### src/rtl/hamming_pkg.sv
// Shared layout constants, widths and helpers for the (16,11) extended-Hamming code.
package hamming_pkg;

   localparam int DATA_W = 11;
   localparam int CODE_W = 16;
   localparam int SYN_W  = 4;
   localparam int PZ_IDX = 0;

   // Hamming positions carrying data bits d0..d10, and the check bits p0..p3
   localparam int DATA_IDX [DATA_W] = '{3, 5, 6, 7, 9, 10, 11, 12, 13, 14, 15};
   localparam int PARITY_IDX [SYN_W] = '{1, 2, 4, 8};

   typedef enum logic [1:0] {CLEAN, SINGLE, DOUBLE} err_class_e;

   // Pull the 11 data bits out of a codeword, d0 in the LSB
   function automatic logic [DATA_W-1:0] extract_data(input logic [CODE_W-1:0] code);
      logic [DATA_W-1:0] d;
      for (int i = 0; i < DATA_W; i++) begin
         d[i] = code[DATA_IDX[i]];
      end
      return d;
   endfunction

   // Syndrome plus overall parity decide the error class; a pz-only error is single
   function automatic err_class_e classify(input logic [SYN_W-1:0] syn, input logic par);
      err_class_e c;
      if (par) begin
         c = SINGLE;
      end else if (syn != '0) begin
         c = DOUBLE;
      end else begin
         c = CLEAN;
      end
      return c;
   endfunction

endpackage

### src/rtl/hamming_syndrome.sv
// Combinational syndrome and overall-parity generator for a 16-bit codeword.
module hamming_syndrome
   import hamming_pkg::*;
(
   input  logic [CODE_W-1:0] code_in,
   output logic [SYN_W-1:0]  syndrome,
   output logic              parity
);

   // Syndrome bit k is the XOR of every position whose index has bit k set
   always_comb begin
      syndrome = '0;
      for (int k = 0; k < SYN_W; k++) begin
         syndrome[k] = code_in[PARITY_IDX[k]];
         for (int i = 0; i < DATA_W; i++) begin
            if (((DATA_IDX[i] >> k) & 1) != 0) begin
               syndrome[k] = syndrome[k] ^ code_in[DATA_IDX[i]];
            end
         end
      end
      parity = code_in[PZ_IDX] ^ (^code_in[CODE_W-1:1]);
   end

endmodule

### src/rtl/hamming_secded_decoder.sv
// Two-stage pipelined SECDED decoder with valid/ready flow control and saturating error counters.
module hamming_secded_decoder
   import hamming_pkg::*;
#(
   parameter int CNT_W = 16
)(
   input  logic              clk,
   input  logic              rst_n,
   input  logic [CODE_W-1:0] code_in,
   input  logic              in_valid,
   output logic              in_ready,
   output logic [DATA_W-1:0] data_out,
   output logic              err_single,
   output logic              err_double,
   output logic [SYN_W-1:0]  err_pos,
   output logic              out_valid,
   input  logic              out_ready,
   input  logic              cnt_clr,
   output logic [CNT_W-1:0]  corr_count,
   output logic [CNT_W-1:0]  uncorr_count
);

   logic              s1_valid_q, s1_valid_d;
   logic [CODE_W-1:0] s1_code_q, s1_code_d;
   logic [SYN_W-1:0]  s1_syn_q, s1_syn_d;
   logic              s1_par_q, s1_par_d;
   logic              s2_valid_q, s2_valid_d;
   logic [DATA_W-1:0] data_q, data_d;
   logic              err_single_q, err_single_d;
   logic              err_double_q, err_double_d;
   logic [SYN_W-1:0]  err_pos_q, err_pos_d;
   logic [CNT_W-1:0]  corr_count_q, corr_count_d;
   logic [CNT_W-1:0]  uncorr_count_q, uncorr_count_d;

   logic [SYN_W-1:0]  syn_w;
   logic              par_w;
   logic [CODE_W-1:0] fixed_code;
   err_class_e        err_class;
   logic              s1_adv, s2_adv, out_fire;

   hamming_syndrome u_syndrome (
      .code_in  (code_in),
      .syndrome (syn_w),
      .parity   (par_w)
   );

   // Classify the stage-1 word and flip the bit the syndrome points at
   always_comb begin
      err_class  = classify(s1_syn_q, s1_par_q);
      fixed_code = s1_code_q;
      if (err_class == SINGLE && s1_syn_q != '0) begin
         fixed_code[s1_syn_q] = ~s1_code_q[s1_syn_q];
      end
   end

   // Pipeline advance, next-state for both stages and the saturating counters
   always_comb begin
      s2_adv   = !s2_valid_q || out_ready;
      s1_adv   = !s1_valid_q || s2_adv;
      out_fire = s2_valid_q && out_ready;

      s1_valid_d     = s1_valid_q;
      s1_code_d      = s1_code_q;
      s1_syn_d       = s1_syn_q;
      s1_par_d       = s1_par_q;
      s2_valid_d     = s2_valid_q;
      data_d         = data_q;
      err_single_d   = err_single_q;
      err_double_d   = err_double_q;
      err_pos_d      = err_pos_q;
      corr_count_d   = corr_count_q;
      uncorr_count_d = uncorr_count_q;

      if (s1_adv) begin
         s1_valid_d = in_valid;
         if (in_valid) begin
            s1_code_d = code_in;
            s1_syn_d  = syn_w;
            s1_par_d  = par_w;
         end
      end

      if (s2_adv) begin
         s2_valid_d = s1_valid_q;
         if (s1_valid_q) begin
            data_d       = extract_data(fixed_code);
            err_single_d = (err_class == SINGLE);
            err_double_d = (err_class == DOUBLE);
            err_pos_d    = (err_class == SINGLE) ? s1_syn_q : '0;
         end
      end

      if (cnt_clr) begin
         corr_count_d   = '0;
         uncorr_count_d = '0;
      end else if (out_fire) begin
         if (err_single_q && corr_count_q != {CNT_W{1'b1}}) begin
            corr_count_d = corr_count_q + CNT_W'(1);
         end
         if (err_double_q && uncorr_count_q != {CNT_W{1'b1}}) begin
            uncorr_count_d = uncorr_count_q + CNT_W'(1);
         end
      end
   end

   // State registers; reset drops any in-flight words
   always_ff @(posedge clk or negedge rst_n) begin
      if (!rst_n) begin
         s1_valid_q     <= 1'b0;
         s1_code_q      <= '0;
         s1_syn_q       <= '0;
         s1_par_q       <= 1'b0;
         s2_valid_q     <= 1'b0;
         data_q         <= '0;
         err_single_q   <= 1'b0;
         err_double_q   <= 1'b0;
         err_pos_q      <= '0;
         corr_count_q   <= '0;
         uncorr_count_q <= '0;
      end else begin
         s1_valid_q     <= s1_valid_d;
         s1_code_q      <= s1_code_d;
         s1_syn_q       <= s1_syn_d;
         s1_par_q       <= s1_par_d;
         s2_valid_q     <= s2_valid_d;
         data_q         <= data_d;
         err_single_q   <= err_single_d;
         err_double_q   <= err_double_d;
         err_pos_q      <= err_pos_d;
         corr_count_q   <= corr_count_d;
         uncorr_count_q <= uncorr_count_d;
      end
   end

   assign in_ready     = s1_adv;
   assign out_valid    = s2_valid_q;
   assign data_out     = data_q;
   assign err_single   = err_single_q;
   assign err_double   = err_double_q;
   assign err_pos      = err_pos_q;
   assign corr_count   = corr_count_q;
   assign uncorr_count = uncorr_count_q;

endmodule
### config.mk
export PLATFORM = sky130hd
export DESIGN_NAME = hamming_secded_decoder
export DESIGN_NICKNAME = d
export VERILOG_FILES = /design/src/rtl/hamming_pkg.sv /design/src/rtl/hamming_syndrome.sv /design/src/rtl/hamming_secded_decoder.sv
export SDC_FILE = /design/constraint.sdc
export NUM_CORES = 1
export LEC_CHECK = 0
export ABC_AREA = 1
export CORE_AREA = 5 5 98 100
export CTS_CLUSTER_DIAMETER = 200
export DETAILED_ROUTE_END_ITERATION = 7
export DIE_AREA = 0 0 103 105
export PLACE_DENSITY = 0.84
export SETUP_SLACK_MARGIN = 0.15
export SYNTH_ARGS = -nofsm -noshare
export SYNTH_HDL_FRONTEND = slang
export SYNTH_SLANG_ARGS = --single-unit
### constraint.sdc
create_clock -name clk -period 3.1 [get_ports clk]
set_clock_uncertainty 0.15 [all_clocks]
set_input_delay 0.62 -clock clk [delete_from_list [all_inputs] [get_ports clk]]
set_output_delay 0.62 -clock clk [all_outputs]
set_load 0.03 [all_outputs]
Yosys cells after proc, flatten, opt, wreduce, memory -nomap -nowiden:

Cells that the tools add are included.

* $add $sub $neg: 2
* shift-type cells: 0
* equality and inequality tests: 4
* order comparisons: 2
* divide/modulo/power cells: 0
* $mul: 0
* reduce and logical (&&, ||, !) cells: 18
* bitwise logic cells: 30
* multiplexer cells: 15

Operator list (count)
* $mux 16: 7
* $add 16x1->16 const B: 2
* $ne 16x16->1 const B: 2
* $xor 1x1->1: 29
* $bwmux 16: 1
* $reduce_xor 15->1: 1
* $reduce_and 2->1: 4
* $reduce_bool 2->1: 3
* $logic_and 1x1->1: 5
* $lt 4x5->1 const B: 1
* $bmux 1 s4: 1
* $demux 1 s4: 1
* $ge 4x1->1 const B: 1
* $mux 2: 2
* $mux 4: 1
* $reduce_bool 4->1: 1
* $eq 2x1->1 const B: 1
* $eq 2x2->1 const B: 1
* $logic_not 1->1: 2
* $logic_or 1x1->1: 2
* $mux 1: 2
* $not 1->1: 1

* latch bits: 0
* bits in read-only memories: 0
* flip-flop bits (word level): 72
* memories kept: 0
* RAM bits: 0
* bits of input ports: 21
* output and inout port bits: 51

Logic depth before layout (Yosys ltp):

* depth after elaboration: 7
* depth in mapped cells: 12
* depth with buffers taken out: 11

Cells and area by module:

From an unflattened synthesis, not the netlist that was laid out.

* cell total of the unflattened synthesis: 683
* area, all modules: 4668.2 um^2

Modules (own cells, without submodules)
* hamming_secded_decoder: seq. area each 1801.7 um^2, instances 1, area an instance 4028.9 um^2, cells each 554
* hamming_syndrome: seq. area each 0.0 um^2, instances 1, area an instance 639.4 um^2, cells each 129

Least setup slack after synthesis:

No wires, ideal clock.

* kind: register -> register
* start: reg uncorr_count_q[0], in the netlist uncorr_count[0]
* end: reg uncorr_count_q[0], in the netlist uncorr_count[0]
* stages on the path, launching flop included: 9
* data required time: 2.818 ns
* data arrival time: 1.710 ns
* setup slack: 1.108 ns
* clock period less this slack: 1.992 ns
* path through: dfrtp_1 ha_1 nand2_1 nor3_2 nand3_1 nand2_2 buf_4 xor2_1 nor2_1

* word-level cells in the longest chain between the ends: 4
* elaborated cells on any way between the ends: 8
* those cells by class: 1 x add/sub; 1 x eq/ne; 3 x mux; 3 x reduce/logical

RTL lines
* start: declaration: RTL line hamming_secded_decoder.sv:33 `logic [CNT_W-1:0] uncorr_count_q, uncorr_count_d;`
* start signal: assignment: RTL line hamming_secded_decoder.sv:131 `uncorr_count_q <= uncorr_count_d;`
* $add 16x1->16 or $ne 16x16->1 (tied branches): RTL line hamming_secded_decoder.sv:101, hamming_secded_decoder.sv:100
* $mux 16 or $logic_and 1x1->1 (tied branches): RTL line hamming_secded_decoder.sv:100 `if (err_double_q && uncorr_count_q != {CNT_W{1'b1}}) begin`
* $mux 16 or $reduce_bool 2->1 (tied branches)
* $mux 16 or $reduce_and 2->1 (tied branches)

Several ways; a longest one is shown, not always the timed one. The select of a mux whose other input is x is not followed.
A chain may end at the register's enable or synchronous reset.

Final worst setup path:

* start: in out_ready
* end: out in_ready

* word-level cells in the longest chain between the ends: 2

RTL lines
* start: declaration: RTL line hamming_secded_decoder.sv:17 `input logic out_ready,`
* $logic_or 1x1->1: RTL line hamming_secded_decoder.sv:58 `s2_adv = !s2_valid_q || out_ready;`
* $logic_or 1x1->1: RTL line hamming_secded_decoder.sv:59 `s1_adv = !s1_valid_q || s2_adv;`
* end: declaration: RTL line hamming_secded_decoder.sv:11 `output logic in_ready,`

Every way passes these cells.

==> impl_metrics.json <==
{
  "status": "complete, no violations",
  "synth_nets": 723,
  "dp_hpwl_um": 8790,
  "die_w_um": 103,
  "start_kind": "primary input",
  "numClockSinks": 72,
  "cts_root_buffer": "clkbuf_8",
  "holdBufCountCts": 0,
  "synth.top_cell.area_share_pct": 39.4,
  "synth_top_flop_cell": "dfrtp_1",
  "ys_seq_area_share_pct": 39.4,
  "vias": 4671,
  "io_pins": 72,
  "antenna_found_initial": 0,
  "rsz0062_at_grt": "false",
  "grtUsageTotal_pct": 22.9,
  "final_util_pct": 65.6,
  "crit_chain": "clkdlybuf4s50_1, inv_1, nand3_1, clkdlybuf4s50_1",
  "fill_cells": 762,
  "worstPathMaxFanout": 2,
  "synth_common_cells": "nand2_1 (276), nor2_1 (97), inv_1 (76), dfrtp_1 (72), nand3_1 (45)",
  "h-tree-depth": 3,
  "port_buffers": 71,
  "max_stage_delay_ns": 0.69,
  "syn_inst": 700,
  "cap_violations": 0,
  "async_flop_share_pct": 100,
  "numCtsBuffers": 9,
  "cts_resized": 0,
  "fin_crit_sh_pct": 90.2,
  "ff_latch_area_um2": 1800,
  "max_freq_ghz": 0.358,
  "die-area_um2": 10800,
  "path_depth": 4,
  "postCtsSetupRepairBufs": 0,
  "synth_most_common_cell": "nand2_1",
  "path_delay_family": "buffers and inverters",
  "layout-drive-gt1-share_pct": 6.04,
  "period_needed_ns": 2.80,
  "core_um2": 8590,
  "slew_headroom_pct": 54.9,
  "crit_top_cell": "clkdlybuf4s50_1",
  "tns_ns": 0,
  "path_buf_inv": 3,
  "grt_pass1_wl_um": 20300,
  "wl_um": 11800,
  "grt-ovfl-total": 0,
  "ys_ff_latch": 72,
  "vdd_drop_max_v": 0.000275,
  "yosysTopAreaCell": "dfrtp_1",
  "instances_no_fill": 886,
  "drtIter0Drc": 275,
  "end_kind": "output port",
  "synth_area_leaders": "dfrtp_1 (39%), nand2_1 (23%), nor2_1 (8.0%), inv_1 (6.2%), nand3_1 (4.9%)",
  "synth_cell_types": 31,
  "setup_violations": 0,
  "dpl.cell_count": 870,
  "num_antenna_cells": 0,
  "crit_required_ns": 2.33,
  "tightest_slew_ns": 0.675,
  "first_global_vias": 4632,
  "finalWeightedCongestion": 0.921,
  "worst-setup-path-type": "in -> out",
  "ant_nets": 0,
  "layout.nets": 796,
  "rrSetupSlack_ns": 0.80,
  "p_leak_nw": 2.85,
  "area_growth_pct": 23.1,
  "cp-startpoint": "out_ready",
  "multiInputGateArea_um2": 2380,
  "power_density_nw_per_um2": 538,
  "grt_start_max_net_pins": 38,
  "finalHoldViolCount": 0,
  "hp-class": "in -> async",
  "rows": 34,
  "start_util_pct": 53.3,
  "die_height_um": 105,
  "avgSynthCellArea_um2": 6.54,
  "r2r-start": "s1_syn_q[0]",
  "clkTransAtPathRegs_ns": 0.08,
  "synth_edf_count": 0,
  "viasPerCell": 5.27,
  "report.final.slew_viol_count": 0,
  "dr.pass1.iters": 6,
  "slowest_stage": "clkdlybuf4s50_1",
  "reg2reg_depth": 11,
  "wl_per_cell_um": 13.3,
  "crit_arrival_ns": 2.03,
  "ys_warn_count": 0,
  "drcViolationCount": 0,
  "clk_path_buf_depth": 2,
  "syn_area_um2": 4580,
  "cts_tree": "built",
  "clkLatencyLatePin_ns": 0.35,
  "timing.rr.end": "data_out[10]",
  "crit_end": "in_ready"
}
logic make-up after synthesis:
| kind of cell | Yosys count | synth area share, % |
|---|---|---|
| compound gates | 45 | 5.14 |
| buf+inv | 95 | 8.58 |
| flops | 72 | 39.4 |
| fa+ha+maj | 2 | 0.547 |
| simple gates | 464 | 42.2 |
| xor+xnor | 22 | 4.21 |
layer usage:
layer	routed length (µm)	GRT usage (%)	part of all wire [%]	vias to the layer above
li1	-	-	-	2311
met1	4800	28.3	41	2145
met2	5840	38.5	50	183
met3	823	4.93	7.0	32
met4	286	8.60	2.4	0
met5	0	0	0	-
power breakdown:
group / internal (mW) / total [mW] / switching (mW)
combinational: 0.322 / 0.899 / 0.577
clock: 0.577 / 0.944 / 0.367
sequential: 1.07 / 1.19 / 0.123
flip-flops by register name, summed over array words and instances (netlist names), 4 cells and up:
register	cells
s1_syn_q	4
s1_code_q	16
uncorr_count	16
data_out	11
corr_count	16
err_pos	4
cell usage in the layout, fill, tap and decap left out, types with 2 or more instances in the layout:
master           Yosys  final
nand2_1            276    276
nor2_1              97     97
inv_1               76     76
dfrtp_1             72     72
clkdlybuf4s50_1      0     70
nand3_1             45     45
o21ai_0             33     33
nand4_1             19     19
xor2_1              17     17
nand2_2             12     12
clkbuf_8             0     11
nor3_1               7      7
buf_4                3      7
o21ai_1              6      6
xnor2_1              5      5
bufinv_16            0      3
inv_2                2      2
nand3_2              2      2
nor3_2               2      2
a21oi_1              2      2
ha_1                 2      2
worst min path at each step:
stage / start / slack (ns) / end
floorplan: rst_n / 0.17 / corr_count[0]
global placement: data_out[8] / 0.32 / data_out[8]
detailed placement: data_out[5] / 0.32 / data_out[5]
CTS: rst_n / 0.16 / uncorr_count[2]
global route: rst_n / 0.19 / uncorr_count[2]
finish: rst_n / 0.15 / uncorr_count[2]
through the flow:
stage / total power [mW] / cell area (µm²) / hold WS (ns) / setup slack (ns)
finish: 3.03 / 5630 / 0.148 / 0.303
global route: 3.21 / 5630 / 0.188 / 0.278
CTS: 3.04 / 5630 / 0.156 / 0.305
detailed placement: 2.10 / 5380 / 0.317 / 0.320
global placement: 2.08 / 5380 / 0.317 / 0.307
floorplan: 1.77 / 4580 / 0.174 / 1.11
cell type report:
cell class | instances | area share, %
Multi-Input combinational cell | 533 | 42.3
Timing Repair Buffer | 78 | 13.5
Clock buffer | 11 | 2.69
Clock inverter | 5 | 1.82
Sequential cell | 72 | 32.0
Tap cell | 108 | 2.40
Inverter | 79 | 5.35
Note: power is estimated with default switching activity, not from simulation.
